--- src/rtl/alu_op_sequencer.sv ---
// rtl/alu_op_sequencer.sv - Moore control sequencer for fetch + ALU execute; define SEQ_MULDIV_EN to enable mul/div
module alu_op_sequencer #(
    parameter int NREGS        = 16,
    parameter int REGF_W       = 4,
    parameter int MEM_WAIT_MAX = 15
) (
    input  logic              Clock,
    input  logic              clear,
    input  logic              start,
    input  logic              mem_ready,
    input  logic [31:0]       IR,
    output logic              PCout,
    output logic              PCin,
    output logic              IncPC,
    output logic              MARin,
    output logic              Read,
    output logic              MDRin,
    output logic              MDRout,
    output logic              IRin,
    output logic              Yin,
    output logic              Zin,
    output logic              Zlowout,
    output logic              Zhighout,
    output logic              LOin,
    output logic              HIin,
    output logic [NREGS-1:0]  Rin,
    output logic [NREGS-1:0]  Rout,
    output logic [4:0]        opcode,
    output logic              busy,
    output logic              done,
    output logic              error
);

    localparam int CNT_W = $clog2(MEM_WAIT_MAX + 1);

    typedef enum logic [3:0] {
        S_IDLE, S_T0, S_T1, S_T2, S_T3, S_T4, S_T5, S_T6, S_DONE, S_ERR
    } state_t;

    state_t             state, state_nxt;
    logic [CNT_W-1:0]   wait_cnt;
    logic [4:0]         ir_op;
    logic [REGF_W-1:0]  ra, rb, rc;
    logic               alu_op, muldiv_op;
    logic               unused_ir;

    assign ir_op     = IR[31:27];
    assign ra        = IR[26 -: REGF_W];
    assign rb        = IR[22 -: REGF_W];
    assign rc        = IR[18 -: REGF_W];
    assign unused_ir = ^IR[14:0];
    assign alu_op    = (ir_op >= 5'd3) && (ir_op <= 5'd11);
    assign muldiv_op = (ir_op == 5'd15) || (ir_op == 5'd16);

    function automatic logic [NREGS-1:0] onehot(input logic [REGF_W-1:0] idx);
        onehot = {{(NREGS-1){1'b0}}, 1'b1} << idx;
    endfunction

    always_ff @(posedge Clock) begin
        if (clear) begin
            state    <= S_IDLE;
            wait_cnt <= '0;
        end else begin
            state <= state_nxt;
            // Counter only runs while stalled in T1, so it is zero on every T1 entry
            if (state == S_T1 && !mem_ready)
                wait_cnt <= wait_cnt + 1'b1;
            else
                wait_cnt <= '0;
        end
    end

    always_comb begin
        state_nxt = state;
        PCout = 1'b0; PCin = 1'b0; IncPC = 1'b0; MARin = 1'b0;
        Read = 1'b0; MDRin = 1'b0; MDRout = 1'b0; IRin = 1'b0;
        Yin = 1'b0; Zin = 1'b0; Zlowout = 1'b0; Zhighout = 1'b0;
        LOin = 1'b0; HIin = 1'b0;
        Rin = '0; Rout = '0; opcode = 5'd0;
        busy  = (state != S_IDLE);
        done  = 1'b0;
        error = 1'b0;
        case (state)
            S_IDLE: if (start) state_nxt = S_T0;
            S_T0: begin
                PCout = 1'b1; MARin = 1'b1; IncPC = 1'b1; Zin = 1'b1;
                state_nxt = S_T1;
            end
            S_T1: begin
                Zlowout = 1'b1; PCin = 1'b1; Read = 1'b1; MDRin = 1'b1;
                if (mem_ready)
                    state_nxt = S_T2;
                else if (wait_cnt == CNT_W'(MEM_WAIT_MAX - 1))
                    state_nxt = S_ERR;
            end
            S_T2: begin
                MDRout = 1'b1; IRin = 1'b1;
                state_nxt = S_T3;
            end
            S_T3: begin
                Rout = onehot(rb); Yin = 1'b1;
`ifdef SEQ_MULDIV_EN
                state_nxt = (alu_op || muldiv_op) ? S_T4 : S_ERR;
`else
                state_nxt = alu_op ? S_T4 : S_ERR;
`endif
            end
            S_T4: begin
                Rout = onehot(rc); Zin = 1'b1; opcode = ir_op;
                state_nxt = S_T5;
            end
            S_T5: begin
                Zlowout = 1'b1;
`ifdef SEQ_MULDIV_EN
                if (muldiv_op) begin
                    LOin = 1'b1;
                    state_nxt = S_T6;
                end else begin
                    Rin = onehot(ra);
                    state_nxt = S_DONE;
                end
`else
                Rin = onehot(ra);
                state_nxt = S_DONE;
`endif
            end
            S_T6: begin
                Zhighout = 1'b1; HIin = 1'b1;
                state_nxt = S_DONE;
            end
            S_DONE: begin
                done = 1'b1;
                state_nxt = S_IDLE;
            end
            S_ERR: begin
                error = 1'b1;
                state_nxt = S_IDLE;
            end
            default: state_nxt = S_IDLE;
        endcase
    end

endmodule

--- config.mk ---
export PLATFORM = sky130hd
export DESIGN_NAME = alu_op_sequencer
export DESIGN_NICKNAME = d
export VERILOG_FILES = /design/src/rtl/alu_op_sequencer.sv
export SDC_FILE = /design/constraint.sdc
export NUM_CORES = 1
export LEC_CHECK = 0
export CAP_MARGIN = 20
export CORE_MARGIN = 10
export CORE_UTILIZATION = 31
export DETAILED_ROUTE_END_ITERATION = 10
export PLACE_DENSITY = 0.81
export SETUP_SLACK_MARGIN = 0.2
export SYNTH_ARGS = -nofsm -noshare
export SYNTH_HDL_FRONTEND = slang
export SYNTH_SLANG_ARGS = --single-unit
--- constraint.sdc ---
create_clock -name Clock -period 2.54 [get_ports Clock]
set_clock_uncertainty 0.15 [all_clocks]
set_input_delay 0.635 -clock Clock [delete_from_list [all_inputs] [get_ports Clock]]
set_output_delay 0.635 -clock Clock [all_outputs]
set_load 0.01 [all_outputs]
==> results.py <==
metrics = {
    "outcome": {
        "run_status": "finished clean",
    },
    "cells_and_area": {
        "drive_above_1_share": 0.5519,
        "seqCellArea_um2": 162.7,
        "filler_cells": 281,
        "fin_nets": 281,
        "antenna-diode-count": 0,
        "syn2layout_area_growth_pct": 110.5,
        "multi_input_area_um2": 977.2,
    },
    "clock_network": {
        "cts_hold_buf": 0,
        "cts.path.max_buffers": 2,
        "numClockSinks": 8,
        "clkSlewWorstSetupHoldPaths_ns": 0.05,
        "cts-htree-levels": 1,
        "cts_root_buf": "sky130_fd_sc_hd__clkbuf_4",
        "clock_tree_from_tritoncts": "built",
        "clock_insertion_delay_worst_skew_ns": 0.25,
        "cts_buffers": 3,
    },
    "power_and_ir_drop": {
        "ir_drop_mv": 0.1964,
        "power_leakage_uw": 0.0009290,
        "cellPowerDensity_nw_per_um2": 231.9,
        "power_uw": 483.1,
    },
    "worst_hold_path": {
        "hold_path_class": "register to register",
        "worstHoldStart": "wait_cnt[0]",
    },
    "yosys": {
        "combinational_family_with_the_most_area_after_synthesis": "simple AND/OR/NAND/NOR gates",
        "most_instantiated_flip_flop_cell_in_the_synthesis_netlist": "sky130_fd_sc_hd__dfxtp_1",
        "synth_top_area_frac": 0.1618,
        "synth_enable_flop_cells": 0,
        "synth-seq-cells": 8,
        "post_synth_xor_area_fraction": 0.02655,
        "yosysWarningCount": 0,
        "postSynthCellCount": 149,
        "fraction_of_the_mapped_netlist_area_in_compound_gates": 0.08470,
        "synth_top_area_cell": "sky130_fd_sc_hd__dfxtp_1",
        "ys_seq_area_frac": 0.1618,
        "synth_adder_area_share": 0.02528,
        "mappedNetlistNets": 187,
        "async_reset_ff_frac": 0,
        "synthesis.area_um2": 989.7,
        "synth_simple_gate_area_frac": 0.5044,
        "yosys-top-cells-area": "sky130_fd_sc_hd__dfxtp_1 16%, sky130_fd_sc_hd__nor2_1 14%, sky130_fd_sc_hd__nor3_1 9.1%, sky130_fd_sc_hd__buf_4 7.6%, sky130_fd_sc_hd__nand2b_1 6.3%",
        "synth_cell_type_count": 36,
        "post_synth_mux_area_share": 0.08470,
        "most_numerous_cell_types_in_the_synthesized_netlist": "36 x sky130_fd_sc_hd__nor2_1, 18 x sky130_fd_sc_hd__nor3_1, 16 x sky130_fd_sc_hd__nand2_1",
        "syn_avg_cell_area_um2": 6.642,
        "synth.most_common_cell": "sky130_fd_sc_hd__nor2_1",
    },
    "drt": {
        "drt-wirelength-per-cell_um": 15.04,
        "drtAntennaViolNets": 0,
        "detail_route.iter0.violations": 33,
        "detail_route.vias_per_cell": 4.909,
        "detail_route.wirelength_um": 4286,
        "remaining_drc_errors": 0,
        "vias": 1399,
        "detailedRoute.firstPassIterationCount": 4,
    },
    "setup_path": {
        "critical_path_required_ns": 1.75,
        "startpoint_type": "register",
        "critical_path_cell_list": "nor4bb_4 -> buf_6 -> mux2i_4 -> nand2b_4 -> nor4_2 -> buf_2",
        "arrival_ns": 1.75,
        "critical_path_start": "state[3]",
        "r2r.worst_path.cells": 5,
        "reg2reg_setup_slack_ns": 0.67,
        "timing.rr.start": "state[3]",
        "worst_setup_path_end_kind": "primary output",
        "worstReg2RegEnd": "state[0]",
        "cp_max_fo": 6,
        "worst_setup_path_endpoint": "Rout[10]",
        "worst_path_largest_cell_delay_ns": 0.33,
        "worstSetupPathType": "register to primary output",
        "timing.critical_path.slowest_stage_cell": "sky130_fd_sc_hd__dfxtp_2",
    },
    "sta": {
        "period_needed_ns": 2.538,
        "maxSlewViolCount": 0,
        "clock.fmax_mhz": 394.0,
        "setup_violating_endpoint_count_in_the_final_report": 0,
        "rsz0062_at_grt": "yes",
        "final_hold_viol_count": 0,
        "period_share": 0.9993,
        "worst_slack_ns": 0.001737,
    },
    "placement": {
        "place_ws_ns": -0.6163,
        "place_congestion": 0.8117,
        "hpwl_um": 3152,
        "portBuffers": 73,
    },
    "global_routing": {
        "groute.usage.overall": 0.1342,
        "pin_count_of_the_biggest_net_entering_global_routing": 16,
        "total_congestion_overflow": 0,
        "grt_pass1_wl_um": 6762,
        "grt_pass1_vias": 1420,
        "number_of_antenna_violations_at_the_first_check_in_global_routing": 0,
    },
    "die": {
        "floorplan.initialDensity": 0.3242,
        "floorplan.rows": 20,
        "ioPinCount": 90,
        "core_um2": 3053,
        "die-height_um": 76.50,
        "die_area_um2": 5852,
        "die_w_um": 76.50,
    },
    "run": {
        "max-cap-violations": 0,
    },
}
==> cells in the final DEF, fill, tap and decap left out, types with 2 or more instances in the layout <==
master and n:
sky130_fd_sc_hd__a211oi_1 2, sky130_fd_sc_hd__and2_1 5, sky130_fd_sc_hd__buf_2 26, sky130_fd_sc_hd__buf_4 21, sky130_fd_sc_hd__buf_6 11, sky130_fd_sc_hd__clkbuf_2 3, sky130_fd_sc_hd__clkbuf_4 3, sky130_fd_sc_hd__clkdlybuf4s15_1 3
sky130_fd_sc_hd__clkdlybuf4s15_2 15, sky130_fd_sc_hd__clkdlybuf4s50_1 8, sky130_fd_sc_hd__dfxtp_1 6, sky130_fd_sc_hd__dfxtp_2 2, sky130_fd_sc_hd__dlygate4sd2_1 17, sky130_fd_sc_hd__ha_1 2, sky130_fd_sc_hd__inv_2 2, sky130_fd_sc_hd__mux2_4 2
sky130_fd_sc_hd__mux2i_4 4, sky130_fd_sc_hd__nand2_1 9, sky130_fd_sc_hd__nand2_2 6, sky130_fd_sc_hd__nand2b_1 6, sky130_fd_sc_hd__nand2b_4 4, sky130_fd_sc_hd__nor2_1 29, sky130_fd_sc_hd__nor2_2 6, sky130_fd_sc_hd__nor2b_2 2
sky130_fd_sc_hd__nor3_1 8, sky130_fd_sc_hd__nor3_2 8, sky130_fd_sc_hd__nor3_4 2, sky130_fd_sc_hd__nor4_2 3, sky130_fd_sc_hd__or3_4 2, sky130_fd_sc_hd__xor2_1 2
==> worst min-delay path by stage <==
stage | slack, ns | to | cells past startpoint
after floorplan | 0.28 | wait_cnt[0] | 1
after global placement | 0.29 | wait_cnt[0] | 1
after detailed placement | 0.31 | wait_cnt[0] | 1
after CTS | 0.32 | wait_cnt[0] | 1
after global routing | 0.35 | wait_cnt[0] | 1
final | 0.31 | wait_cnt[0] | 1
==> what timing repair did <==
| action | 4_1_cts | 5_1_grt |
|---|---|---|
| pin swaps | 11 | 9 |
| endpoints found under the setup margin | 53 | 43 |
| buffers inserted | 5 | 0 |
| gates resized for setup | 222 | 38 |
==> cells by family after synthesis <==
kind of cell | after synthesis
fa+ha+maj | 2
compound gates | 9
flops | 8
buf+inv | 18
other cells | 1
xor+xnor | 3
mux | 8
simple gates | 100
==> report_power, final <==
group | switching, uW | leakage (uW) | internal, uW | total (uW)
Clock | 39.2 | 0.0000138 | 53.8 | 93.0
Combinational | 121 | 0.000850 | 133 | 254
Sequential | 3.99 | 0.0000656 | 132 | 136
==> flip-flops by register name, summed over array words and instances, names as in the netlist <==
register,count
state,4
wait_cnt,4
==> worst max-delay path: cells and delay by family (launching register included) <==
kind                   cells  cell delay [ns]
AND/OR/NAND/NOR            3             0.52
flip-flops                 1             0.33
multiplexers               1             0.29
buffers and inverters      2             0.37
==> layer usage <==
metal | track usage | vias up | wire length (um)
met3 | 0.03656 | 2 | 255
li1 | - | 683 | -
met4 | 0.02230 | 0 | 12
met5 | 0 | - | 0
met1 | 0.1413 | 668 | 1732
met2 | 0.2594 | 46 | 2285
==> metrics by stage <==
step           area, um^2  cells  setup TNS [ns]  utilization  hold WS, ns
2_1_floorplan       989.7    149               0            -       0.2797
3_3_place_gp         1881    277          -14.01       0.6160       0.2928
3_5_place_dp         1881    277          -14.59       0.6160       0.3068
4_1_cts              2021    285         -0.1903       0.6619       0.3191
5_1_grt              2083    285          -1.086       0.6824       0.3487
6_report             2083    285               0       0.6824       0.3091
==> cell type report <==
| class | count | area share |
|---|---|---|
| clock buffer | 3 | 0.01081 |
| sequential | 8 | 0.07808 |
| tap | 44 | 0.02643 |
| inverter | 3 | 0.005405 |
| multi-input combinational | 123 | 0.4691 |
| timing repair buffer | 104 | 0.4102 |
Note: power is estimated with default switching activity, not from simulation.
